File: config.mk
export PLATFORM = sky130hd
export DESIGN_NAME = stopwatch_ctrl_flat
export DESIGN_NICKNAME = d
export VERILOG_FILES = /design/src/rtl/stopwatch_ctrl_if.sv /design/src/rtl/stopwatch_ctrl.sv /design/src/flat_wrapper.sv
export SDC_FILE = /design/constraint.sdc
export NUM_CORES = 1
export LEC_CHECK = 0
export ABC_AREA = 1
export BUFFER_PORTS_ARGS = -buffer_cell sky130_fd_sc_hd__buf_2
export CORE_UTILIZATION = 41
export CTS_CLUSTER_DIAMETER = 200
export DETAILED_ROUTE_END_ITERATION = 7
export GPL_ROUTABILITY_DRIVEN = 0
export HOLD_SLACK_MARGIN = 0.06
export PLACE_DENSITY = 0.65
export SLEW_MARGIN = 20
export SYNTH_ARGS = -nofsm -noshare
export SYNTH_HDL_FRONTEND = slang
export SYNTH_SLANG_ARGS = --single-unit
File: constraint.sdc
create_clock -name clk -period 1.25 [get_ports clk]
set_input_delay 0.25 -clock clk [delete_from_list [all_inputs] [get_ports clk]]
set_output_delay 0.25 -clock clk [all_outputs]
set_load 0.02 [all_outputs]
File: src/rtl/stopwatch_ctrl_if.sv
// Stopwatch controller button/datapath bundle.
//   master : side that drives the debounced buttons and consumes the controls
//   slave  : the controller (stopwatch_ctrl)
// Signals:
//   go_in, lap_in, clr_in : debounced button levels
//   tick_out              : one-cycle count-enable pulse
//   clr_out               : one-cycle synchronous clear pulse
//   lap_hold              : display frozen on lap value
//   run                   : counting (RUN or LAP)
//   state                 : IDLE=00, RUN=01, PAUSE=10, LAP=11
interface stopwatch_ctrl_if;
    logic       go_in;
    logic       lap_in;
    logic       clr_in;
    logic       tick_out;
    logic       clr_out;
    logic       lap_hold;
    logic       run;
    logic [1:0] state;

    modport master (
        output go_in, lap_in, clr_in,
        input  tick_out, clr_out, lap_hold, run, state
    );

    modport slave (
        input  go_in, lap_in, clr_in,
        output tick_out, clr_out, lap_hold, run, state
    );
endinterface

File: src/rtl/stopwatch_ctrl.sv
// Run/pause/lap/clear controller for the stopwatch. Turns debounced button
// levels into edge events, sequences IDLE/RUN/PAUSE/LAP and generates the
// count-enable tick, the clear pulse and the lap display freeze.
// Ports:
//   clk : system clock
//   rst : asynchronous, active-high reset
//   sw  : stopwatch_ctrl_if.slave (button levels in, tick/clear/lap/run/state out)
// Parameters:
//   TICK_DVSR  : clk cycles per count tick (>= 2)
//   HOLD_TICKS : ticks clr_in must be held for a long-press clear (>= 1)
// Build option:
//   LONG_PRESS_CLR_EN : when defined, holding clr for HOLD_TICKS ticks while
//                       counting clears the stopwatch; otherwise clr is
//                       ignored in RUN and LAP.
module stopwatch_ctrl #(
    parameter int unsigned TICK_DVSR  = 1_000_000,
    parameter int unsigned HOLD_TICKS = 100
) (
    input  logic             clk,
    input  logic             rst,
    stopwatch_ctrl_if.slave  sw
);

    localparam int unsigned PSC_W = $clog2(TICK_DVSR);
    localparam logic [PSC_W-1:0] PSC_MAX = PSC_W'(TICK_DVSR - 1);

    localparam logic [1:0] ST_IDLE  = 2'b00;
    localparam logic [1:0] ST_RUN   = 2'b01;
    localparam logic [1:0] ST_PAUSE = 2'b10;
    localparam logic [1:0] ST_LAP   = 2'b11;

    // Elaboration-time parameter sanity checks
    if (TICK_DVSR < 2) begin : g_bad_dvsr
        $error("stopwatch_ctrl: TICK_DVSR must be >= 2");
    end
    if (HOLD_TICKS < 1) begin : g_bad_hold
        $error("stopwatch_ctrl: HOLD_TICKS must be >= 1");
    end

    logic [1:0]       r_state;
    logic [1:0]       w_state_nxt;
    logic             w_clr_pulse;
    logic             r_run;
    logic             r_lap_hold;
    logic             r_tick;
    logic             r_clr_out;
    logic [PSC_W-1:0] r_psc;
    logic             r_go_prev;
    logic             r_lap_prev;
    logic             r_clr_prev;
    logic             w_go_ev;
    logic             w_lap_ev;
    logic             w_clr_ev;
    logic             w_psc_wrap;
    logic             w_long_clr;

    // Rising-edge events; prev regs reset high so a held button is ignored
    assign w_go_ev  = sw.go_in  & ~r_go_prev;
    assign w_lap_ev = sw.lap_in & ~r_lap_prev;
    assign w_clr_ev = sw.clr_in & ~r_clr_prev;

    always_ff @(posedge clk or posedge rst) begin
        if (rst) begin
            r_go_prev  <= 1'b1;
            r_lap_prev <= 1'b1;
            r_clr_prev <= 1'b1;
        end else begin
            r_go_prev  <= sw.go_in;
            r_lap_prev <= sw.lap_in;
            r_clr_prev <= sw.clr_in;
        end
    end

`ifdef LONG_PRESS_CLR_EN
    localparam int unsigned HOLD_W = $clog2(HOLD_TICKS + 1);
    localparam logic [HOLD_W-1:0] HOLD_MAX = HOLD_W'(HOLD_TICKS);

    logic [HOLD_W-1:0] r_hold;

    // Long press fires once the counter has reached HOLD_TICKS with clr still held
    assign w_long_clr = r_run & sw.clr_in & (r_hold == HOLD_MAX);

    // Counts ticks while clr is held during counting; any release restarts it
    always_ff @(posedge clk or posedge rst) begin
        if (rst) begin
            r_hold <= '0;
        end else if (!sw.clr_in || !r_run || w_long_clr) begin
            r_hold <= '0;
        end else if (r_tick) begin
            r_hold <= r_hold + HOLD_W'(1);
        end
    end
`else
    assign w_long_clr = 1'b0;
`endif

    // State register
    always_ff @(posedge clk or posedge rst) begin
        if (rst) begin
            r_state <= ST_IDLE;
        end else begin
            r_state <= w_state_nxt;
        end
    end

    // Next state and clear request; events ignored in a state do not block
    // lower-priority events that are meaningful there
    always_comb begin
        w_state_nxt = r_state;
        w_clr_pulse = 1'b0;
        case (r_state)
            ST_IDLE: begin
                if (w_clr_ev) begin
                    w_clr_pulse = 1'b1;
                end else if (w_go_ev) begin
                    w_state_nxt = ST_RUN;
                end
            end
            ST_RUN: begin
                if (w_go_ev) begin
                    w_state_nxt = ST_PAUSE;
                end else if (w_lap_ev) begin
                    w_state_nxt = ST_LAP;
                end
            end
            ST_LAP: begin
                if (w_go_ev) begin
                    w_state_nxt = ST_PAUSE;
                end else if (w_lap_ev) begin
                    w_state_nxt = ST_RUN;
                end
            end
            ST_PAUSE: begin
                if (w_clr_ev) begin
                    w_clr_pulse = 1'b1;
                    w_state_nxt = ST_IDLE;
                end else if (w_go_ev) begin
                    w_state_nxt = ST_RUN;
                end
            end
            default: begin
                w_state_nxt = ST_IDLE;
            end
        endcase
        if (w_long_clr) begin
            w_clr_pulse = 1'b1;
            w_state_nxt = ST_IDLE;
        end
    end

    // Registered Moore outputs, aligned with the state register
    always_ff @(posedge clk or posedge rst) begin
        if (rst) begin
            r_run      <= 1'b0;
            r_lap_hold <= 1'b0;
            r_clr_out  <= 1'b0;
        end else begin
            r_run      <= (w_state_nxt == ST_RUN) || (w_state_nxt == ST_LAP);
            r_lap_hold <= (w_state_nxt == ST_LAP);
            r_clr_out  <= w_clr_pulse;
        end
    end

    assign w_psc_wrap = (r_psc == PSC_MAX);

    // Prescaler: runs while counting, holds in PAUSE so phase survives a pause,
    // and sits at zero in IDLE so a fresh start gives a full first period
    always_ff @(posedge clk or posedge rst) begin
        if (rst) begin
            r_psc  <= '0;
            r_tick <= 1'b0;
        end else begin
            r_tick <= r_run & w_psc_wrap;
            if (r_run) begin
                r_psc <= w_psc_wrap ? '0 : r_psc + PSC_W'(1);
            end else if (r_state == ST_IDLE) begin
                r_psc <= '0;
            end
        end
    end

    assign sw.tick_out = r_tick;
    assign sw.clr_out  = r_clr_out;
    assign sw.lap_hold = r_lap_hold;
    assign sw.run      = r_run;
    assign sw.state    = r_state;

endmodule

File: src/flat_wrapper.sv
// flat-port wrapper written by rule: the top's interface ports become plain ports
module stopwatch_ctrl_flat 
#(
    parameter int unsigned TICK_DVSR  = 1_000_000,
    parameter int unsigned HOLD_TICKS = 100
)
  (clk, rst, sw_go_in, sw_lap_in, sw_clr_in, sw_tick_out, sw_clr_out, sw_lap_hold, sw_run, sw_state);
  stopwatch_ctrl_if sw_i ();
  input  logic clk;
  input  logic rst;
  input wire logic [$bits(sw_i.go_in)-1:0] sw_go_in;
  input wire logic [$bits(sw_i.lap_in)-1:0] sw_lap_in;
  input wire logic [$bits(sw_i.clr_in)-1:0] sw_clr_in;
  output wire logic [$bits(sw_i.tick_out)-1:0] sw_tick_out;
  output wire logic [$bits(sw_i.clr_out)-1:0] sw_clr_out;
  output wire logic [$bits(sw_i.lap_hold)-1:0] sw_lap_hold;
  output wire logic [$bits(sw_i.run)-1:0] sw_run;
  output wire logic [$bits(sw_i.state)-1:0] sw_state;
  assign sw_i.go_in = sw_go_in;
  assign sw_i.lap_in = sw_lap_in;
  assign sw_i.clr_in = sw_clr_in;
  assign sw_tick_out = sw_i.tick_out;
  assign sw_clr_out = sw_i.clr_out;
  assign sw_lap_hold = sw_i.lap_hold;
  assign sw_run = sw_i.run;
  assign sw_state = sw_i.state;
  stopwatch_ctrl #(.TICK_DVSR(TICK_DVSR), .HOLD_TICKS(HOLD_TICKS)) u_core (.clk(clk), .rst(rst), .sw(sw_i));
endmodule
; ---- Yosys cells after proc, flatten, opt, wreduce, memory -nomap -nowiden
; Cells that the tools add are included.
; Widths: inputs -> output; s select.
[totals]
ff_bits = 29
output_inout_bits = 6
[classes]
n_addsub = 1
eq_ne = 6
muxes = 13
n_bitwise = 7
n_reduce_logical = 4
[ops]
columns = op, count
row1 = $mux 20, 3
row2 = $add 20x1->20 const B, 1
row3 = $eq 20x20->1 const B, 1
row4 = $mux 2, 7
row5 = $pmux 2 s4, 1
row6 = $eq 2x2->1 const B, 3
row7 = $and 1x1->1, 4
row8 = $eq 2x1->1 const B, 2
row9 = $not 1->1, 3
row10 = $logic_not 2->1, 1
row11 = $mux 1, 2
row12 = $reduce_bool 2->1, 1
row13 = $reduce_or 2->1, 1
row14 = $logic_or 1x1->1, 1

; ---- Depth between registers and ports, before layout
[depth]
word_depth = 7
depth_mapped = 9
mapped_depth_nobuf = 9

; ---- Worst setup path before layout
; OpenSTA, ideal clock, no wires.
[synth_path]
path_type = reg2reg
from = register u_core.r_psc[0]
to = register u_core.r_psc[18]
setup_time_ps = 118
t_arrival_ps = 1197
required_time_ps = 1132
setup_slack_ps = -65
path_stages_with_launch = 9
synth_period_minus_slack_ps = 1315
cell_sequence = dfrtp_1 ha_1 nand3_2 nor2_1 nand3_1 nand2_2 nand2_1 nand2_1 nor2_2
[synth_between]
elab_chain_cells = 3
[synth_lines]
columns = element, line
row1 = "start, declared", stopwatch_ctrl.sv:47  ; logic [PSC_W-1:0] r_psc;
row2 = "start signal, assigned", stopwatch_ctrl.sv:175  ; r_psc <= w_psc_wrap ? '0 : r_psc + PSC_W'(1);
row3 = $add 20x1->20 / $eq 20x20->1 (equally long branches), "stopwatch_ctrl.sv:175, stopwatch_ctrl.sv:164"
row4 = $mux 20 *, stopwatch_ctrl.sv:175
row5 = $mux 20 *, stopwatch_ctrl.sv:174  ; if (r_run) begin
; Every way passes the cells marked *; elsewhere a longest branch is shown, timed or not.
; A chain may end at the register's enable or synchronous reset.

; ---- Worst setup path after layout
[layout_path]
from = register u_core.r_psc[1]
to = register u_core.r_psc[18]
; The elaborated chain is that of the path after synthesis.

==> impl_metrics.tcl <==
set metrics [dict create \
    rr_worst_depth 9 \
    critPathKind "reg2reg" \
    synthAdderAreaFrac_pct 0.7616 \
    cp_common_cell "nand2_1" \
    layout_common_cells "nand2_1 (53), buf_4 (40), inv_1 (32)" \
    max_slew_margin_pct 76.26 \
    ant_nets 0 \
    synth-seq-area-share_pct 44.40 \
    die_y_um 65.30 \
    cpPeakStageDelay_ns 0.36 \
    cts-buffers-inserted 5 \
    synth-seq-cells 29 \
    synth_compound_area_share_pct 6.931 \
    crit_end "u_core.r_psc[18]" \
    netlist_area_sq_um 1643 \
    hold_class "in2reg" \
    hold_viol_final 0 \
    post-place-cells 298 \
    antenna_found_initial 0 \
    first_global_vias 1475 \
    r2r-start "u_core.r_psc[1]" \
    slowest_stage "dfrtp_1" \
    synth_fp_nets 218 \
    yosys-top-cells-area "dfrtp_1 (40%), nand2_1 (13%), inv_1 (7.5%)" \
    clk_pin_slew_ns 0.06 \
    grt_overflow 0 \
    vias_per_cell 4.741 \
    clock-skew-final_ns 0.004190 \
    crit_start "u_core.r_psc[1]" \
    coreArea_sq_um 3744 \
    drc 0 \
    avgRoutedWirePerCell_um 11.48 \
    r2r-end "u_core.r_psc[18]" \
    status "finished with violations" \
    grt_pass1_wl_um 6161 \
    num_vias 1522 \
    crit_family "simple AND/OR/NAND/NOR gates" \
    fin_util_pct 61.30 \
    areaGrowthSynthToFinish_pct 39.68 \
    synth.distinct_cells 24 \
    fin_ws_ns -0.1197 \
    clock_sinks 29 \
    synth-xor-area-share_pct 4.798 \
    num_io_pins 11 \
    leakage_uw 0.001138 \
    drive_gt1_share_pct 39.19 \
    powerDensity_nw_per_um2 1139 \
    dr.pass1.iters 4 \
    nets 278 \
    period_share_pct 109.6 \
    worstPathRequired_ns 1.46 \
    nFillCells 334 \
    r2r_setup_slack_ns -0.12 \
    io_buffers 10 \
    critPathMaxFanout 6 \
    fmax_ghz 0.7301 \
    htreeDepth 2 \
    fin_crit_ns 1.370 \
    ys_warn_count 0 \
    muxShareOfSynthArea_pct 0 \
    cp.arrival_ns 1.58 \
    die_x_um 65.30 \
    worstSetupEndpointType "flop" \
    setup_violations 19 \
    antenna_cells 0 \
    routed_wl_um 3685 \
    synth_top_area_share_pct 39.60 \
    clk_latency_ns 0.27 \
    grtUsageTotal_pct 18.93 \
    drt_iter0_drc 78 \
    cts_tree "built" \
    path_cells "ha_2, nand3_4, inv_4, nand2_8, nor2_8, nand3_2, nand2_1, nand2_1, nor2_2" \
    worst-path-buf-inv 1 \
    worst_pin_slew_ns 0.3558 \
    crit_cells 9 \
    worstSetupStartpointType "flop" \
    synth-simple-area-share_pct 34.81 \
    fin_cells 321 \
    grt_setup_unrepaired "true" \
    violations "setup timing" \
    grt_max_degree 13 \
    root_buffer "clkbuf_8" \
    clockBufferDepth 2 \
    avgSynthCellArea_sq_um 7.749 \
    hpwl_um 2618 \
    synth_cells 212 \
    start_util_pct 43.88 \
    maxCapViolations 0 \
    synth.largest_area_cell "dfrtp_1" \
    num_rows 22 \
    synth_top_family_by_area "simple AND/OR/NAND/NOR gates" \
    layout_commonest_cell "nand2_1" \
    drv_slew 0 \
    die_area_sq_um 4264 \
    peakVddDrop_mv 0.9975 \
]
-- sequential cells by signal (all words and copies together), names as in the netlist --
register / flops
u_core.r_lap_prev: 1
u_core.r_psc: 20
u_core.sw.tick_out: 1
u_core.sw.state: 2
u_core.sw.clr_out: 1
u_core.r_clr_prev: 1
u_core.sw.run: 1
u_core.r_go_prev: 1
u_core.sw.lap_hold: 1
-- final cells by class --
cell class                 count  area (sq um)  area share [%]
tap                           48         60.06           2.617
timing repair buffer          54         400.4           17.45
clock buffer                   6         72.57           3.162
inverter                      35         133.9           5.834
multi-input combinational    147         884.6           38.55
sequential                    29         733.2           31.95
clock inverter                 2         10.01          0.4362
-- routing by layer --
layer / track usage, % / share of wire (%)
met4: 4.891 / 0.95
met3: 4.861 / 3.4
met2: 33.89 / 52
met5: 0 / 0
met1: 22.25 / 43
-- stage by stage --
stage / cell area [sq um] / setup TNS [ns] / total power, uW / setup slack [ns] / hold slack (ns)
after floorplan: 1648 / -0.04553 / 1439 / -0.04004 / 0.2545
after global placement: 1971 / -0.4596 / 1720 / -0.06648 / 0.2201
after detailed placement: 1971 / -0.8115 / 1726 / -0.1117 / 0.2297
after CTS: 2108 / -0.7197 / 2474 / -0.09296 / 0.06907
after global routing: 2295 / -2.920 / 2768 / -0.2137 / 0.06497
final: 2295 / -1.288 / 2613 / -0.1197 / 0.07904
-- synthesized netlist by cell type --
| cell | number |
|---|---|
| nor2_1 | 21 |
| nor2_8 | 1 |
| dfrtp_1 | 26 |
| inv_1 | 33 |
| nand4_1 | 1 |
| nand2_2 | 3 |
| xnor2_1 | 1 |
| nor2_2 | 3 |
| nand3_4 | 1 |
| nand3_2 | 3 |
| nand3_1 | 23 |
| o22ai_1 | 3 |
| inv_2 | 2 |
| a21oi_2 | 2 |
| nand2_1 | 56 |
| nand2_4 | 2 |
| nor2_4 | 3 |
| o21ai_0 | 13 |
| buf_2 | 1 |
| o211ai_1 | 1 |
| ha_1 | 1 |
| dfstp_2 | 3 |
| o21ai_1 | 1 |
| xor2_1 | 8 |
-- power by group --
part           leakage [uW]  internal (uW)  switching, uW  total (uW)
Sequential         0.000382           1030           66.4        1100
Clock             0.0000450            384            335         720
Combinational      0.000712            362            434         796
Total               0.00114           1780            836        2610
-- cell families after synthesis --
kind of cell / count (synthesis)
compound gates: 20
flops: 29
fa+ha+maj: 1
xor+xnor: 9
simple gates: 117
buf+inv: 36
-- how the worst min path moves through the flow --
| stage | startpoint | cells after the start | to | slack [ns] |
|---|---|---|---|---|
| 2_1_floorplan | sw_clr_in | 0 | u_core.r_clr_prev | 0.25 |
| 3_5_place_dp | rst | 2 | u_core.sw.clr_out | 0.23 |
| 5_1_grt | sw_clr_in | 1 | u_core.r_clr_prev | 0.06 |
| 3_3_place_gp | rst | 2 | u_core.sw.clr_out | 0.22 |
| 6_report | sw_clr_in | 1 | u_core.r_clr_prev | 0.08 |
| 4_1_cts | sw_clr_in | 1 | u_core.r_clr_prev | 0.07 |
-- what timing repair did --
item	4_1_cts	5_1_grt
resized for setup	11	31
hold buffers	1	0
buffers inserted	1	13
setup endpoints to repair	13	21
endpoints found under the hold margin	5	0
pin swaps	4	11
Note: power is estimated with default switching activity, not from simulation.
